==> src/rtl/uart_rx_fifo.sv <==
// uart_rx_fifo
//   8N1 UART receiver followed by a small show-ahead byte FIFO. The receiver
//   synchronises the raw line, qualifies the start bit at its midpoint,
//   samples each data bit mid-cell (LSB first), and checks the stop bit.
//   A good byte is pushed into the FIFO. A bad stop bit produces a single
//   frame_err pulse. A good byte that finds the FIFO full produces an overrun
//   pulse and is dropped.
//
// Ports
//   clk        in   system clock
//   rst        in   asynchronous, active-high reset
//   rx         in   raw serial input, idle high
//   rx_data    out  FIFO head byte (holds the last popped byte when empty)
//   rx_valid   out  FIFO not empty
//   rx_ready   in   consumer accepts the head byte (pop = rx_valid & rx_ready)
//   frame_err  out  one-cycle pulse: sampled stop bit was 0
//   overrun    out  one-cycle pulse: good byte dropped, FIFO full
//   busy       out  receiver FSM not idle (one cycle behind the FSM)
//   fifo_count out  number of stored bytes
module uart_rx_fifo #(
  parameter int CLKS_PER_BIT = 104,
  parameter int FIFO_DEPTH   = 4
) (
  input  logic                               clk,
  input  logic                               rst,
  input  logic                               rx,
  output logic [7:0]                         rx_data,
  output logic                               rx_valid,
  input  logic                               rx_ready,
  output logic                               frame_err,
  output logic                               overrun,
  output logic                               busy,
  output logic [$clog2(FIFO_DEPTH+1)-1:0]    fifo_count
);

  localparam int HALF = CLKS_PER_BIT / 2;
  localparam int CW   = $clog2(CLKS_PER_BIT);
  localparam int AW   = $clog2(FIFO_DEPTH);

  localparam logic [CW-1:0] BIT_LAST  = CW'(CLKS_PER_BIT - 1);
  localparam logic [CW-1:0] HALF_LAST = CW'(HALF - 1);
  localparam logic [CW-1:0] CNT_ONE   = CW'(1);
  localparam logic [AW:0]   PTR_ONE   = (AW+1)'(1);

  typedef enum logic [2:0] {
    S_IDLE,
    S_START,
    S_DATA,
    S_STOP,
    S_WAIT_HIGH
  } state_e;

  // ---------------------------------------------------------------------------
  // Input synchroniser; both flops reset to the idle (high) line level so a
  // reset never looks like a start bit.
  // ---------------------------------------------------------------------------
  logic sync1_q;
  logic rx_s_q;

  always_ff @(posedge clk or posedge rst) begin
    if (rst) begin
      sync1_q <= 1'b1;
      rx_s_q  <= 1'b1;
    end else begin
      sync1_q <= rx;
      rx_s_q  <= sync1_q;
    end
  end

  // ---------------------------------------------------------------------------
  // Receiver FSM
  // ---------------------------------------------------------------------------
  state_e        state_q, state_d;
  logic [CW-1:0] cnt_q, cnt_d;
  logic [2:0]    bit_q, bit_d;
  logic [7:0]    shift_q, shift_d;
  logic          push;
  logic          ferr_d;

  always_ff @(posedge clk or posedge rst) begin
    if (rst) begin
      state_q <= S_IDLE;
      cnt_q   <= '0;
      bit_q   <= '0;
      shift_q <= '0;
    end else begin
      // NOTE: sequential state uses non-blocking (<=) so every flop samples
      // the pre-edge values; blocking (=) here would create ordering races.
      state_q <= state_d;
      cnt_q   <= cnt_d;
      bit_q   <= bit_d;
      shift_q <= shift_d;
    end
  end

  always_comb begin
    // NOTE: every output of this block gets a default first, so no path
    // through the case below can leave a signal unassigned and infer a latch.
    state_d = state_q;
    cnt_d   = cnt_q + CNT_ONE;
    bit_d   = bit_q;
    shift_d = shift_q;
    push    = 1'b0;
    ferr_d  = 1'b0;

    unique case (state_q)
      S_IDLE: begin
        cnt_d = '0;
        if (!rx_s_q) state_d = S_START;
      end

      S_START: begin
        // Re-check the line at the middle of the start bit; a high level
        // means the falling edge was a glitch.
        if (cnt_q == HALF_LAST) begin
          cnt_d = '0;
          if (!rx_s_q) begin
            state_d = S_DATA;
            bit_d   = '0;
          end else begin
            state_d = S_IDLE;
          end
        end
      end

      S_DATA: begin
        if (cnt_q == BIT_LAST) begin
          cnt_d   = '0;
          shift_d = {rx_s_q, shift_q[7:1]};
          bit_d   = bit_q + 3'd1;
          if (bit_q == 3'd7) state_d = S_STOP;
        end
      end

      S_STOP: begin
        // Leaving at mid stop bit re-arms for a back-to-back start edge.
        if (cnt_q == BIT_LAST) begin
          cnt_d = '0;
          if (rx_s_q) begin
            push    = 1'b1;
            state_d = S_IDLE;
          end else begin
            ferr_d  = 1'b1;
            state_d = S_WAIT_HIGH;
          end
        end
      end

      S_WAIT_HIGH: begin
        // A break holds the line low; wait it out so it flags only once.
        cnt_d = '0;
        if (rx_s_q) state_d = S_IDLE;
      end

      default: begin
        cnt_d   = '0;
        state_d = S_IDLE;
      end
    endcase
  end

  // ---------------------------------------------------------------------------
  // FIFO: pointers carry one extra wrap bit to tell full from empty.
  // ---------------------------------------------------------------------------
  logic [7:0]    mem [FIFO_DEPTH];
  logic [AW:0]   wr_q, wr_d;
  logic [AW:0]   rd_q, rd_d;
  logic [7:0]    last_q;
  logic          empty;
  logic          full;
  logic          pop;
  logic          do_write;
  logic          ovr_d;
  logic [AW-1:0] wr_idx;
  logic [AW-1:0] rd_idx;

  assign wr_idx = wr_q[AW-1:0];
  assign rd_idx = rd_q[AW-1:0];
  assign empty  = (wr_q == rd_q);
  assign full   = (wr_q[AW] != rd_q[AW]) && (wr_idx == rd_idx);
  assign pop    = !empty && rx_ready;

  // A pop in the same cycle frees the slot the push needs.
  assign do_write = push && (!full || pop);
  assign ovr_d    = push && full && !pop;

  always_comb begin
    wr_d = wr_q;
    rd_d = rd_q;
    if (do_write) wr_d = wr_q + PTR_ONE;
    if (pop)      rd_d = rd_q + PTR_ONE;
  end

  always_ff @(posedge clk or posedge rst) begin
    if (rst) begin
      wr_q      <= '0;
      rd_q      <= '0;
      last_q    <= '0;
      frame_err <= 1'b0;
      overrun   <= 1'b0;
      busy      <= 1'b0;
    end else begin
      wr_q      <= wr_d;
      rd_q      <= rd_d;
      if (pop) last_q <= mem[rd_idx];
      frame_err <= ferr_d;
      overrun   <= ovr_d;
      busy      <= (state_q != S_IDLE);
    end
  end

  // NOTE: the storage array has no reset; emptiness is tracked by the
  // pointers alone, so stale contents are never presented as valid.
  always_ff @(posedge clk) begin
    if (do_write) mem[wr_idx] <= shift_q;
  end

  assign rx_valid   = !empty;
  assign rx_data    = empty ? last_q : mem[rd_idx];
  assign fifo_count = wr_q - rd_q;

endmodule
==> config.mk <==
export PLATFORM = sky130hd
export DESIGN_NAME = uart_rx_fifo
export DESIGN_NICKNAME = d
export VERILOG_FILES = /design/src/rtl/uart_rx_fifo.sv
export SDC_FILE = /design/constraint.sdc
export NUM_CORES = 1
export LEC_CHECK = 0
export ABC_CLOCK_PERIOD_IN_PS = 5000
export BUFFER_PORTS_ARGS = -buffer_cell sky130_fd_sc_hd__buf_2
export CAP_MARGIN = 20
export CORE_MARGIN = 3
export CORE_UTILIZATION = 40
export DETAILED_ROUTE_END_ITERATION = 10
export HOLD_SLACK_MARGIN = 0.12
export SYNTH_ARGS = -nofsm -noshare
export SYNTH_HDL_FRONTEND = slang
export SYNTH_SLANG_ARGS = --single-unit
==> constraint.sdc <==
create_clock -name clk -period 5 [get_ports clk]
set_input_delay 1 -clock clk [delete_from_list [all_inputs] [get_ports clk]]
set_output_delay 1 -clock clk [all_outputs]
set_load 0.02 [all_outputs]
# Word-level counts from Yosys, hierarchy flattened
# Memory sizes are Yosys's and may differ from the RTL's.
# Index checks and enable logic that the tools add are counted.
[totals] ff_bits=40 out_inout_bits=15 ramBits=32 n_memories=1
[classes] muxes=25 n_reduce_logical=16 addsub=5 n_eq_ne=17
[memory_table] memory="mem" words=4 word_bits=8 rd=1 rd_clocked_by_memory_dff=0 write_ports=1 line_no="165" source="logic [7:0] mem [FIFO_DEPTH];"
[op_table] op="3-bit 2-to-1 mux" count=10
[op_table] op="3-bit case mux with 5 select lines" count=1
[op_table] op="7-bit 2-to-1 mux" count=2
[op_table] op="2-bit != test (second input constant)" count=7
[op_table] op="7-bit case mux with 2 select lines" count=1
[op_table] op="3-bit by 1-bit adder with 3-bit output (second input constant)" count=3
[op_table] op="1-bit 2-to-1 mux" count=8
[op_table] op="8-bit 2-to-1 mux" count=1
[op_table] op="7-bit by 1-bit adder with 7-bit output (second input constant)" count=1
[op_table] op="7-bit by 6-bit equality test with 1-bit output (second input constant)" count=1
[op_table] op="7-bit equality test (second input constant)" count=1
[op_table] op="3-bit by 2-bit equality test with 1-bit output (second input constant)" count=2
[op_table] op="3-bit equality test (second input constant)" count=2
[op_table] op="3-bit case mux with 2 select lines" count=1
[op_table] op="6-bit AND reduction" count=1
[op_table] op="1-bit logical AND" count=5
[op_table] op="4-bit AND reduction" count=1
[op_table] op="3-bit by 1-bit equality test with 1-bit output (second input constant)" count=1
[op_table] op="3-bit equality test" count=1
[op_table] op="1-bit logical NOT" count=3
[op_table] op="3-bit logical NOT" count=1
[op_table] op="3-bit nonzero test" count=1
[op_table] op="3-bit subtractor" count=1
[op_table] op="2-bit equality test" count=1
[op_table] op="6 further kinds" count=6

# Logic depth before layout (Yosys ltp)
[logic_depth] ltp_word=7 mapped_depth=7 mapped_depth_nobuf=6

# Worst setup path before layout
# Ideal clock, no wire load.
[synth_path] path_type="reg2out" startpoint="register rd_q[1]" endpoint="output rx_data[0]" arrival_time_ns=1.802 n_path_buf=2 path_stages_with_launch=7 setup_slack_ns=2.198 cell_sequence="dfrtp_1 > clkbuf_1 > inv_1 > ha_1 > nand3_1 > buf_2 > mux2_2"
[synth_between] elab_chain_cells=2 elab_cells_between_ends=3 classes_between="eq/ne: 1; mux: 1; memory: 1"
[synth_rtl] item="from (decl)" line_no="167" source="logic [AW:0] rd_q, rd_d;"
[synth_rtl] item="from (signal assigned)" line_no="204" source="rd_q <= rd_d;"
[synth_rtl] item="memory read 4 x 8 bit or 3-bit equality test (tied branches)"
[synth_rtl] item="8-bit 2-to-1 mux *" line_no="219" source="assign rx_data = empty ? last_q : mem[rd_idx];"
[synth_rtl] item="to (decl)" line_no="27" source="output logic [7:0] rx_data,"
# Mark *: on every way between the ends. The rest lies on a longest branch, timed or not.

# Worst setup path in the final report
[layout_path] startpoint="register rd_q[0]" endpoint="output rx_data[2]"
# Same word-level chain as after synthesis.

==> metrics.md <==
| Metric | Value |
|---|---|
| Initial antenna violation count | 0 |
| Clk sink count | 72 |
| Slowest CP cell | dfrtp_1 |
| Fillers | 638 |
| Distinct cells, synth | 40 |
| Most common cell after layout, fill and taps aside | dfrtp_1 |
| Root buffer selected by CTS | clkbuf_8 |
| Arrival @ worst endpoint | 2.41 ns |
| Nets | 241 |
| # setup viols final | 0 |
| Syn nets | 219 |
| Most frequent cells in the layout | dfrtp_1, edfxtp_1, mux2_2 |
| CP Launch Type | flop |
| Routed wire length per instance | 15.3 um |
| Skew final | 0.0186 ns |
| Gr usage total | 12.9% |
| Cells after Synth | 203 |
| Crit Path Max Fanout | 11 |
| Flops & latches, synth | 72 |
| Pin count of the biggest net entering global routing | 41 |
| Max-cap viol count | 0 |
| Iteration-0 DRC Markers | 58 |
| Area grow syn2layout | 11.6% |
| Fin crit period | 3.41 ns |
| Seq/Total Area, Yosys | 61.9% |
| Fin util | 47.4% |
| Die Wd | 95.1 um |
| Io pins | 19 |
| Unrepaired setup endpoints after global routing | no |
| Synth area leaders | edfxtp_1, dfrtp_1, mux2_2 |
| Slowest stage delay, CP | 0.72 ns |
| CP Data Required Time | 4.00 ns |
| CTS Buffer Depth | 2 |
| Pwr Density | 368 mW/mm^2 |
| Initial Utilization | 42.4% |
| Vias/cell | 4.97 |
| Yosys Warn Count | 0 |
| Post-cts gate resize count | 0 |
| Clock Latency Late Sink | 0.35 ns |
| Die Area | 0.00904 sq mm |
| Netlist Area Pre-Place | 0.00318 sq mm |
| 1st-pass router iterations | 4 |
| Setup Crit Path Kind | flop to primary output |
| CTS tree | done |
| Setup TNS | 0 ns |
| Fin. Hold Viols | 0 |
| Worst ir drop on vdd | 0.165 mV |
| Post-CTS Setup Inserts | 0 |
| Post-Place Cells | 313 |
| Register Area | 0.00196 sq mm |
| Largest area contributor in the netlist | edfxtp_1 |
| Fmax achieved | 293 MHz |
| Worst-path cell chain | ha_1, nand3_1, mux2_2, buf_2 |
| Metal3 WL | 206 um |
| ANT cells | 0 |
| Wire length on met1 | 2450 um |
| Worst Path Buf+Inv | 1 |
| Vias | 1635 |
| DP Wirelength | 3360 um |
| Synth async-reset ratio | 55.6% |
| Port bufs | 18 |
| Worst-path clk slew | 0.09 ns |
| Period utilisation layout | 68.2% |
| Post-route DRC | 0 |
| Crit. End Element | primary output |
| Top routing layer used | met4 |
| Core area | 0.00749 sq mm |
| Vias in the first global route | 1646 |
| HP Class | flop to flop |
| Syn_area_per_cell | 15.6 sq um |
| Tightest Pin Transition | 0.752 ns |
| Die span in y | 95.1 um |
| CP top delay family | flip-flops |
| Post-DRT Antenna Nets | 0 |
| Pleak | 0.00159 uW |
| Gr ovfl total | 0 |
| Slew Limit Headroom | 49.5% |
| Outcome | completed |
| Final Non-Filler Cells | 329 |
| Post-synth top flop | dfrtp_1 |
| Final Wtd Congestion | 0.729 |
| Global-route wire length before repair | 8560 um |
| Num rows | 31 |
| Number of synthesized flops with an enable pin | 32 |
| Top-area cell type share of the netlist area | 30.3% |
| H-Tree Depth | 3 |
| Multi-input gate area | 0.00113 sq mm |
| Met2 Wirelength | 2330 um |
| Final Routed Wirelength | 5050 um |
| Layout cells sized above 1 | 33.9% |
| Final Max Slew Viols | 0 |
| CTS buffer count | 9 |
| Number of hold buffers added after CTS | 0 |
==> worst reg2reg max path: cells and delay by family (launching register included) <==
family | cells | cell delay (ns)
adder cells (fa/ha/maj) | 1 | 0.31
multiplexers | 1 | 0.39
buffers and inverters | 1 | 0.09
flip-flops | 1 | 0.64
AND/OR/NAND/NOR | 2 | 0.93
==> through the flow <==
stage / total power [uW] / instance area, sq um / setup slack [ns] / hold slack, ns
6_report: 1300 / 3540 / 1.59 / 0.360
5_1_grt: 1370 / 3540 / 1.39 / 0.365
4_1_cts: 1320 / 3540 / 1.52 / 0.360
3_5_place_dp: 866 / 3350 / 1.91 / 0.347
3_3_place_gp: 863 / 3350 / 1.97 / 0.346
2_1_floorplan: 822 / 3180 / 2.20 / 0.345
==> report_power, final <==
group,switching [uW],total (uW),internal (uW)
Combinational,89.3,176,86.7
Sequential,44.7,672,627
Clock,224,456,232
Total,358,1300,946
==> cells by family after synthesis <==
| group | Yosys count | synth area share [%] |
|---|---|---|
| buffers and inverters | 16 | 2.48 |
| and+or+nand+nor | 44 | 9.26 |
| xor gates and xnor gates | 12 | 3.31 |
| AOI/OAI and AO/OA | 12 | 2.76 |
| DFF | 72 | 61.9 |
| adders and majority gates | 12 | 4.96 |
| muxes | 35 | 15.4 |
==> metal layers <==
layer	vias up	global-route usage (%)
met5	-	0
met4	0	5.05
met1	817	17.5
met3	5	4.58
li1	784	-
met2	29	19.0
==> state kept, by name, indices dropped and copies added (netlist names) <==
signal / cells
state_q: 3
last_q: 8
shift_q: 8
bit_q: 3
overrun: 1
cnt_q: 7
rx_s_q: 1
sync1_q: 1
frame_err: 1
mem: 32
rd_q: 3
wr_q: 3
busy: 1
==> cell type report <==
class | count | area share, %
clock buffers | 10 | 3.60
clock inverters | 6 | 1.94
inverters | 8 | 0.847
multi-input cells | 115 | 31.9
flip-flops and latches | 72 | 55.4
well taps | 99 | 3.49
repair buffers | 19 | 2.75
==> cells in the mapped netlist, types with 3 or more instances <==
cell and instances:
o21ai_0 3, ha_1 11, dfrtp_1 38, mux2_2 21, xor2_1 4, nand3_1 4, edfxtp_1 32, xnor2_1 8
mux2_1 5, nand2_1 6, buf_2 3, mux4_2 8, inv_1 8, nand4_1 3, and2_1 4, nor2_1 13
clkbuf_1 3
==> path summary, 6_finish.rpt <==
| kind | start | end | slack, ns | depth (start not counted) |
|---|---|---|---|---|
| setup / recovery | rd_q[0]$_DFFE_PP0P_ | rx_data[2] | 1.59 | 4 |
| hold reg to reg | sync1_q$_DFF_PP1_ | rx_s_q$_DFF_PP1_ | 0.36 | 0 |
| setup reg to reg | rd_q[1]$_DFFE_PP0P_ | rd_q[1]$_DFFE_PP0P_ | 2.53 | 5 |
| hold / removal | sync1_q$_DFF_PP1_ | rx_s_q$_DFF_PP1_ | 0.36 | 0 |
| min in group asynchronous | rst | last_q[1]$_DFFE_PP0P_ | 0.78 | 3 |
| max in group asynchronous | rst | shift_q[7]$_DFFE_PP0P_ | 3.85 | 3 |
No activity file was read; power rests on OpenSTA's default activity.
